### src/rtl/prng_word_packer.sv
// rtl/prng_word_packer.sv - packs sampled keystream bits into words and buffers them in a small FIFO
// Optional monobit health test is enabled by defining HEALTH_TEST_EN.
module prng_word_packer #(
  parameter int WORD_W = 32,
  parameter int DEPTH  = 4
) (
  input  logic                     clk,
  input  logic                     rst_n,
  input  logic                     Zi,
  input  logic                     bit_valid,
  input  logic                     flush,
  output logic [WORD_W-1:0]        word_out,
  output logic                     word_valid,
  input  logic                     word_ready,
  output logic [$clog2(DEPTH):0]   fifo_count,
  output logic                     overflow,
  output logic                     health_fail
);

  localparam int PW = $clog2(DEPTH);
  localparam int BW = $clog2(WORD_W);
  localparam int CW = PW + 1;
  localparam logic [BW-1:0] LAST_BIT = BW'(WORD_W - 1);
  localparam logic [CW-1:0] FULL_CNT = CW'(DEPTH);

  logic [BW-1:0]     bit_cnt_q, bit_cnt_d;
  logic [WORD_W-1:0] asm_q, asm_d;
  logic [PW-1:0]     rd_q, rd_d, wr_q, wr_d;
  logic [CW-1:0]     count_q, count_d;
  logic              ovf_q, ovf_d;
  logic [WORD_W-1:0] mem_q [DEPTH];

  logic [WORD_W-1:0] shifted;
  logic              wrap, pop, full, push, we;

  always_comb begin
    shifted   = {asm_q[WORD_W-2:0], Zi};
    wrap      = bit_valid && (bit_cnt_q == LAST_BIT);
    pop       = word_valid && word_ready;
    full      = (count_q == FULL_CNT);
    // A full FIFO still takes a new word when the head leaves on the same edge.
    push      = wrap && (!full || pop);
    we        = 1'b0;
    bit_cnt_d = bit_cnt_q;
    asm_d     = asm_q;
    rd_d      = rd_q;
    wr_d      = wr_q;
    count_d   = count_q;
    ovf_d     = ovf_q;
    if (flush) begin
      bit_cnt_d = '0;
      asm_d     = '0;
      rd_d      = '0;
      wr_d      = '0;
      count_d   = '0;
      ovf_d     = 1'b0;
    end else begin
      if (bit_valid) begin
        asm_d     = shifted;
        bit_cnt_d = wrap ? '0 : bit_cnt_q + BW'(1);
      end
      if (wrap && !push) ovf_d = 1'b1;
      if (pop)  rd_d = rd_q + PW'(1);
      if (push) begin
        wr_d = wr_q + PW'(1);
        we   = 1'b1;
      end
      case ({push, pop})
        2'b10:   count_d = count_q + CW'(1);
        2'b01:   count_d = count_q - CW'(1);
        default: count_d = count_q;
      endcase
    end
  end

  always_ff @(posedge clk or negedge rst_n) begin
    if (!rst_n) begin
      bit_cnt_q <= '0;
      asm_q     <= '0;
      rd_q      <= '0;
      wr_q      <= '0;
      count_q   <= '0;
      ovf_q     <= 1'b0;
      for (int i = 0; i < DEPTH; i++) mem_q[i] <= '0;
    end else begin
      bit_cnt_q <= bit_cnt_d;
      asm_q     <= asm_d;
      rd_q      <= rd_d;
      wr_q      <= wr_d;
      count_q   <= count_d;
      ovf_q     <= ovf_d;
      if (we) mem_q[wr_q] <= shifted;
    end
  end

  assign word_valid = (count_q != '0);
  assign word_out   = word_valid ? mem_q[rd_q] : '0;
  assign fifo_count = count_q;
  assign overflow   = ovf_q;

`ifdef HEALTH_TEST_EN
  localparam int OW = $clog2(WORD_W + 1);
  localparam logic [OW-1:0] ONES_LO = OW'(WORD_W / 8);
  localparam logic [OW-1:0] ONES_HI = OW'(WORD_W - WORD_W / 8);

  logic [OW-1:0] ones;
  logic          health_q, health_d;

  always_comb begin
    ones = '0;
    for (int i = 0; i < WORD_W; i++) ones = ones + OW'(shifted[i]);
    health_d = health_q;
    if (flush) health_d = 1'b0;
    else if (wrap && ((ones < ONES_LO) || (ones > ONES_HI))) health_d = 1'b1;
  end

  always_ff @(posedge clk or negedge rst_n) begin
    if (!rst_n) health_q <= 1'b0;
    else        health_q <= health_d;
  end

  assign health_fail = health_q;
`else
  assign health_fail = 1'b0;
`endif

endmodule

### config.mk
export PLATFORM = sky130hd
export DESIGN_NAME = prng_word_packer
export DESIGN_NICKNAME = d
export VERILOG_FILES = /design/src/rtl/prng_word_packer.sv
export SDC_FILE = /design/constraint.sdc
export NUM_CORES = 1
export LEC_CHECK = 0
export ABC_AREA = 1
export CAP_MARGIN = 20
export CELL_PAD_IN_SITES_DETAIL_PLACEMENT = 1
export CELL_PAD_IN_SITES_GLOBAL_PLACEMENT = 2
export CORE_MARGIN = 3
export CORE_UTILIZATION = 25
export DETAILED_ROUTE_END_ITERATION = 8
export GPL_TIMING_DRIVEN = 0
export PLACE_DENSITY = 0.64
export SYNTH_ARGS = -nofsm -noshare
export SYNTH_HDL_FRONTEND = slang
export SYNTH_SLANG_ARGS = --single-unit
### constraint.sdc
create_clock -name clk -period 2.33 [get_ports clk]
set_clock_uncertainty 0.2 [all_clocks]
set_input_delay 0.699 -clock clk [delete_from_list [all_inputs] [get_ports clk]]
set_output_delay 0.699 -clock clk [all_outputs]
set_load 0.01 [all_outputs]
# Word level (Yosys, flattened, before mapping)

Cells that the tools add are included.

Register bits: 172
Output and inout bits: 38
Word-level logic and storage cells: 60

Add/subtract/negate cells: 5
Magnitude comparators: 3
Equal/unequal tests: 4
Multiplexer cells: 22
Bitwise gates (word level): 2
Reductions and logical operators: 14

Operators by type and width:

| operator            | number |
|---|---|
| $bwmux 128          | 1 |
| $mux 32             | 4 |
| $bmux 32 s2         | 1 |
| $demux 32 s2        | 1 |
| $mux 31             | 2 |
| $mux 5              | 3 |
| $mux 2              | 4 |
| $reduce_bool 2->1   | 4 |
| $ge 3x3->1 const B  | 2 |
| $not 2->3           | 2 |
| $pmux 3 s2          | 1 |
| $reduce_bool 3->1   | 2 |
| $add 5x1->5 const B | 1 |
| $eq 5x5->1 const B  | 1 |
| $logic_and 1x1->1   | 5 |
| $add 2x1->2 const B | 2 |
| $mux 1              | 4 |
| $add 3x1->3 const B | 1 |
| $eq 3x3->1 const B  | 1 |
| $lt 3x1->1 const B  | 1 |
| $mux 3              | 1 |
| $sub 3x1->3 const B | 1 |
| $eq 2x1->1 const B  | 1 |
| $eq 2x2->1 const B  | 1 |
| 2 further kinds     | 3 |

# Depth between registers and ports, before layout

Depth in word-level cells: 8
Gate-level depth with buffers: 14
Depth with buffers taken out: 14

# Least setup slack after synthesis

Ideal clock, no wire load.

Path type: register to register
Start point: register bit_cnt_q[0]
End point: register count_q[2] (netlist: fifo_count[2])
Arrival: 1.949 ns
Required time: 2.012 ns
Setup slack: 0.063 ns
Stages on the path, launching flop included: 15
Path through: dfrtp_1 -> ha_1 -> nand2_1 -> nor2_1 -> ha_1 -> nand2_2 -> nand3_1 -> inv_1 -> fa_1 -> xnor2_1 -> inv_1 -> nand2_1 -> nand2_1 -> nand3_1 -> nand2_1

Cells in the longest elaborated chain, start to end: 6
Elaborated cells on any way between the ends: 8
Classes of those cells: 3 x eq/ne; 2 x mux; 3 x reduce/logical

Ends and longest elaborated chain:

| element                                  | line | RTL |
|---|---|---|
| start: declaration                       | 26   | `logic [BW-1:0] bit_cnt_q, bit_cnt_d;` |
| start signal: assignment                 | 86   | `bit_cnt_q <= bit_cnt_d;` |
| $eq 5x5->1 (*)                           | 38   | `wrap = bit_valid && (bit_cnt_q == LAST_BIT);` |
| $logic_and 1x1->1 (*)                    | 38   |  |
| $logic_and 1x1->1 (*)                    | 42   | `push = wrap && (!full \|\| pop);` |
| $eq 2x1->1 or $eq 2x2->1 (tied branches) | 68   | `case ({push, pop})` |
| $pmux 3 s2                               | 68   |  |
| $mux 3                                   | 50   | `if (flush) begin` |
| end signal: assignment                   | 90   | `count_q <= count_d;` |
| end: declaration                         | 29   | `logic [CW-1:0] count_q, count_d;` |

Mark *: on every way between the ends. The rest lies on a longest branch, timed or not.
A chain may end at the register's enable or synchronous reset.

# Worst setup path after layout

Start point: register rd_q[0]
End point: output word_out[0]

Cells in the longest elaborated chain, start to end: 5

Ends and longest elaborated chain:

| element                                    | line | RTL |
|---|---|---|
| start: declaration                         | 28   | `logic [PW-1:0] rd_q, rd_d, wr_q, wr_d;` |
| start signal: assignment                   | 88   | `rd_q <= rd_d;` |
| $not 2->3 (implied by the code)            | 97   | `assign word_out = word_valid ? mem_q[rd_q] : '0;` |
| $bmux 32 s2                                | 97   |  |
| $mux 32 (implied by the code) (2 in a row) | 97   |  |
| $mux 32                                    | 97   |  |
| end: declaration                           | 12   | `output logic [WORD_W-1:0] word_out,` |

Every way passes these cells. The select of a mux whose other input is x is not followed.

==> impl_metrics.sql <==
INSERT INTO impl_metrics (metric_group, metric, value, unit) VALUES
('outcome', 'run_status', 'finished with violations', ''),
('outcome', 'violations', 'negative setup slack', ''),
('worst_setup_path', 'timing_worst_setup_path_type', 'flip-flop to output pin', ''),
('run', 'max_cap_viol_count', '0', ''),
('placement', 'finalWeightedCongestion', '0.718', ''),
('timing', 'rsz_0062_raised_after_global_routing', 'true', ''),
('clocking', 'clk_path_buf_depth', '2', ''),
('timing', 'maxSlewHeadroom', '58.3', '%'),
('floorplan', 'placeable_core_area', '30000', 'um^2'),
('synth', 'synthArstFlopShare', '100', '%'),
('clocking', 'clkTransAtPathRegs', '70', 'ps'),
('synth', 'yosys.cell_types.count', '32', ''),
('finish', 'drive_above_1_share', '27.7', '%'),
('synth', 'synth.top_cell.area_share', '55.7', '%'),
('global_route', 'antenna_found_initial', '0', ''),
('routing', 'routed_wire_length_per_instance', '18.7', 'um'),
('finish', 'final_cell_count_no_fill', '1353', ''),
('synth', 'synth.yosys.seq_area_share', '55.7', '%'),
('clocking', 'clk-insertion-delay-late', '430', 'ps'),
('floorplan', 'die-width', '182', 'um'),
('routing', 'met1Wirelength', '12600', 'um'),
('synth', 'synth.ff_latch_count', '172', ''),
('global_route', 'grt_first_pass_wirelength', '39700', 'um'),
('synth', 'dominantRegCellSynth', 'sky130_fd_sc_hd__dfrtp_1', ''),
('clocking', 'numCtsBuffers', '17', ''),
('worst_setup_path', 'timing.critical_path.from_type', 'flip-flop', ''),
('routing', 'wl_met2', '12000', 'um'),
('finish', 'layout.cells.most_common_list', '168 x sky130_fd_sc_hd__dfrtp_1, 143 x sky130_fd_sc_hd__nand2_1, 135 x sky130_fd_sc_hd__o21ai_1', ''),
('floorplan', 'chipHeight', '182', 'um'),
('global_route', 'groute.usage.overall', '15.6', '%'),
('worst_setup_path', 'critical-path-top-cell-by-count', 'sky130_fd_sc_hd__buf_12', ''),
('placement', 'placed_cells', '1285', ''),
('routing', 'drt-total-wl', '25300', 'um'),
('global_route', 'largest_net_degree_at_the_start_of_global_routing', '114', ''),
('timing', 'transition_at_the_pin_with_the_smallest_max_transition_slack', '626', 'ps'),
('floorplan', 'initial_core_util', '25.7', '%'),
('worst_setup_path', 'cp_data_arrival_time', '1810', 'ps'),
('synth', 'netlist_instances', '852', ''),
('worst_setup_path', 'path_max_fanout', '6', ''),
('finish', 'layout.cells.most_common', 'sky130_fd_sc_hd__dfrtp_1', ''),
('placement', 'port-buffer-count', '42', ''),
('synth', 'synth_enable_flop_cells', '0', ''),
('timing', 'final.period_utilization', '116', '%'),
('min_path', 'hp-class', 'flip-flop to flip-flop', ''),
('pwr', 'p_leak', '4.44', 'nW'),
('timing', 'period_minus_slack', '2710', 'ps'),
('clocking', 'cts_tree', 'done', ''),
('min_path', 'hold_path_depth', '2', ''),
('finish', 'syn2layout_area_growth', '30.9', '%'),
('routing', 'drtAntennaViolNets', '0', ''),
('routing', 'detail_route.drc_violations', '0', ''),
('clocking', 'htreeDepth', '4', ''),
('timing', 'maxSlewViolCount', '0', ''),
('routing', 'avgViaCountPerCell', '4.58', ''),
('pwr', 'power_per_cell_area', '863', 'nW/um^2'),
('worst_setup_path', 'max_stage_delay', '430', 'ps'),
('timing', 'final-hold-violation-count', '0', ''),
('synth', 'netlist_top_cells_area', 'sky130_fd_sc_hd__dfrtp_1 56%, sky130_fd_sc_hd__nand2_1 7.0%, sky130_fd_sc_hd__nor2_1 6.5%', ''),
('worst_setup_path', 'slowest_stage', 'sky130_fd_sc_hd__dfrtp_2', ''),
('worst_setup_path', 'worst_ep_required_time', '1430', 'ps'),
('synth', 'synth_warnings', '0', ''),
('finish', 'nets', '963', ''),
('timing', 'setup_viol', '32', ''),
('floorplan', 'floorplan.rows', '63', ''),
('pwr', 'vdd_drop_max', '0.461', 'mV'),
('synth', 'most_area_hungry_cell_type_in_the_yosys_netlist', 'sky130_fd_sc_hd__dfrtp_1', ''),
('clocking', 'cts.root.buffer_cell', 'sky130_fd_sc_hd__clkbuf_16', ''),
('global_route', 'global_route_congestion_overflow_total', '0', ''),
('synth', 'netlist_area', '7730', 'um^2'),
('timing', 'fin_ws', '-378', 'ps'),
('floorplan', 'die_area', '33000', 'um^2');
sequential cells by signal (all words and copies together) (netlist names):
signal      flops
fifo_count      3
asm_q          31
wr_q            2
overflow        1
rd_q            2
bit_cnt_q       5
mem_q         128
where the power goes:
group          total (mW)  switching (mW)  internal (mW)
sequential           3.05          0.0318           3.02
combinational        2.82            1.53           1.30
clock                2.86            1.33           1.53
total                8.73            2.88           5.85
what timing repair did:
item | CTS | global route
hold endpoints to repair | 2 | 0
gates cloned | 5 | 2
pin swaps | 26 | 34
gates resized for setup | 302 | 61
setup buffers | 14 | 15
setup endpoints to repair | 37 | 155
hold buffers | 1 | 0
layer usage:
layer  vias to the layer above  track usage, %
li1                       3018               -
met4                         0            2.74
met5                         -               0
met1                      3108            22.2
met3                         8            2.74
met2                        62            25.2
through the flow:
| stage | hold WS [ps] | total power [mW] | setup TNS (ps) | instance area, um^2 | worst slack, ps |
|---|---|---|---|---|---|
| 2_1_floorplan | 203 | 4.05 | 0 | 7730 | 62.9 |
| 3_3_place_gp | 259 | 5.04 | -1362790 | 8630 | -7540 |
| 3_5_place_dp | 263 | 5.04 | -72190 | 8670 | -1110 |
| 4_1_cts | 279 | 8.59 | -9900 | 9830 | -386 |
| 5_1_grt | 312 | 9.20 | -13790 | 10100 | -475 |
| 6_report | 277 | 8.73 | -10190 | 10100 | -378 |
synthesized netlist by cell type (2+ instances only):
| library cell | number |
|---|---|
| sky130_fd_sc_hd__a21oi_1 | 36 |
| sky130_fd_sc_hd__buf_2 | 13 |
| sky130_fd_sc_hd__buf_6 | 24 |
| sky130_fd_sc_hd__clkbuf_1 | 17 |
| sky130_fd_sc_hd__clkinv_1 | 2 |
| sky130_fd_sc_hd__dfrtp_1 | 172 |
| sky130_fd_sc_hd__ha_1 | 6 |
| sky130_fd_sc_hd__inv_1 | 44 |
| sky130_fd_sc_hd__nand2_1 | 145 |
| sky130_fd_sc_hd__nand2_4 | 5 |
| sky130_fd_sc_hd__nand3_1 | 8 |
| sky130_fd_sc_hd__nand4_1 | 2 |
| sky130_fd_sc_hd__nor2_1 | 133 |
| sky130_fd_sc_hd__o21ai_0 | 70 |
| sky130_fd_sc_hd__o21ai_1 | 95 |
| sky130_fd_sc_hd__o21ai_2 | 33 |
| sky130_fd_sc_hd__o22ai_1 | 32 |
kinds of logic (layout without fill, tap and decap cells):
kind of cell             Yosys count  in the layout  synth area share (%)
AO/OA/AOI/OAI                    269            269                  19.7
flip-flops                       172            172                  55.7
XOR/XNOR                           2              2                 0.227
buffers and inverters            104            215                  7.66
AND/OR/NAND/NOR                  297            297                  15.5
other                              1              1                0.0485
adder cells (fa/ha/maj)            7              7                  1.23
critical path: cells and delay by family, from the launching register on:
kind | cells | cell delay (ps)
flops | 1 | 430
compound gates | 2 | 240
buf+inv | 4 | 540
simple gates | 2 | 150
area by class of cell:
class	count	area, um^2
Buffer	55	786
Clock buffer	19	443
Clock inverter	13	133
Fill cell	3426	19900
Inverter	48	199
Multi-Input combinational cell	576	3060
Sequential cell	172	4310
Tap cell	390	488
Timing Repair Buffer	80	693
worst paths after layout:
check                                                 end                     start  slack [ps]
worst max-delay path                          word_out[0]       rd_q[0]$_DFFE_PN0P_        -380
worst min-delay path                mem_q[65]$_DFFE_PN0P_     mem_q[65]$_DFFE_PN0P_         280
worst min register to register      mem_q[65]$_DFFE_PN0P_     mem_q[65]$_DFFE_PN0P_         280
max in group asynchronous            mem_q[1]$_DFFE_PN0P_                     rst_n         370
min in group asynchronous           mem_q[25]$_DFFE_PN0P_                     rst_n         570
worst max register to register  fifo_count[2]$_DFFE_PN0P_  bit_cnt_q[0]$_DFFE_PN0P_          60
Power figures use the tool's default switching activity.
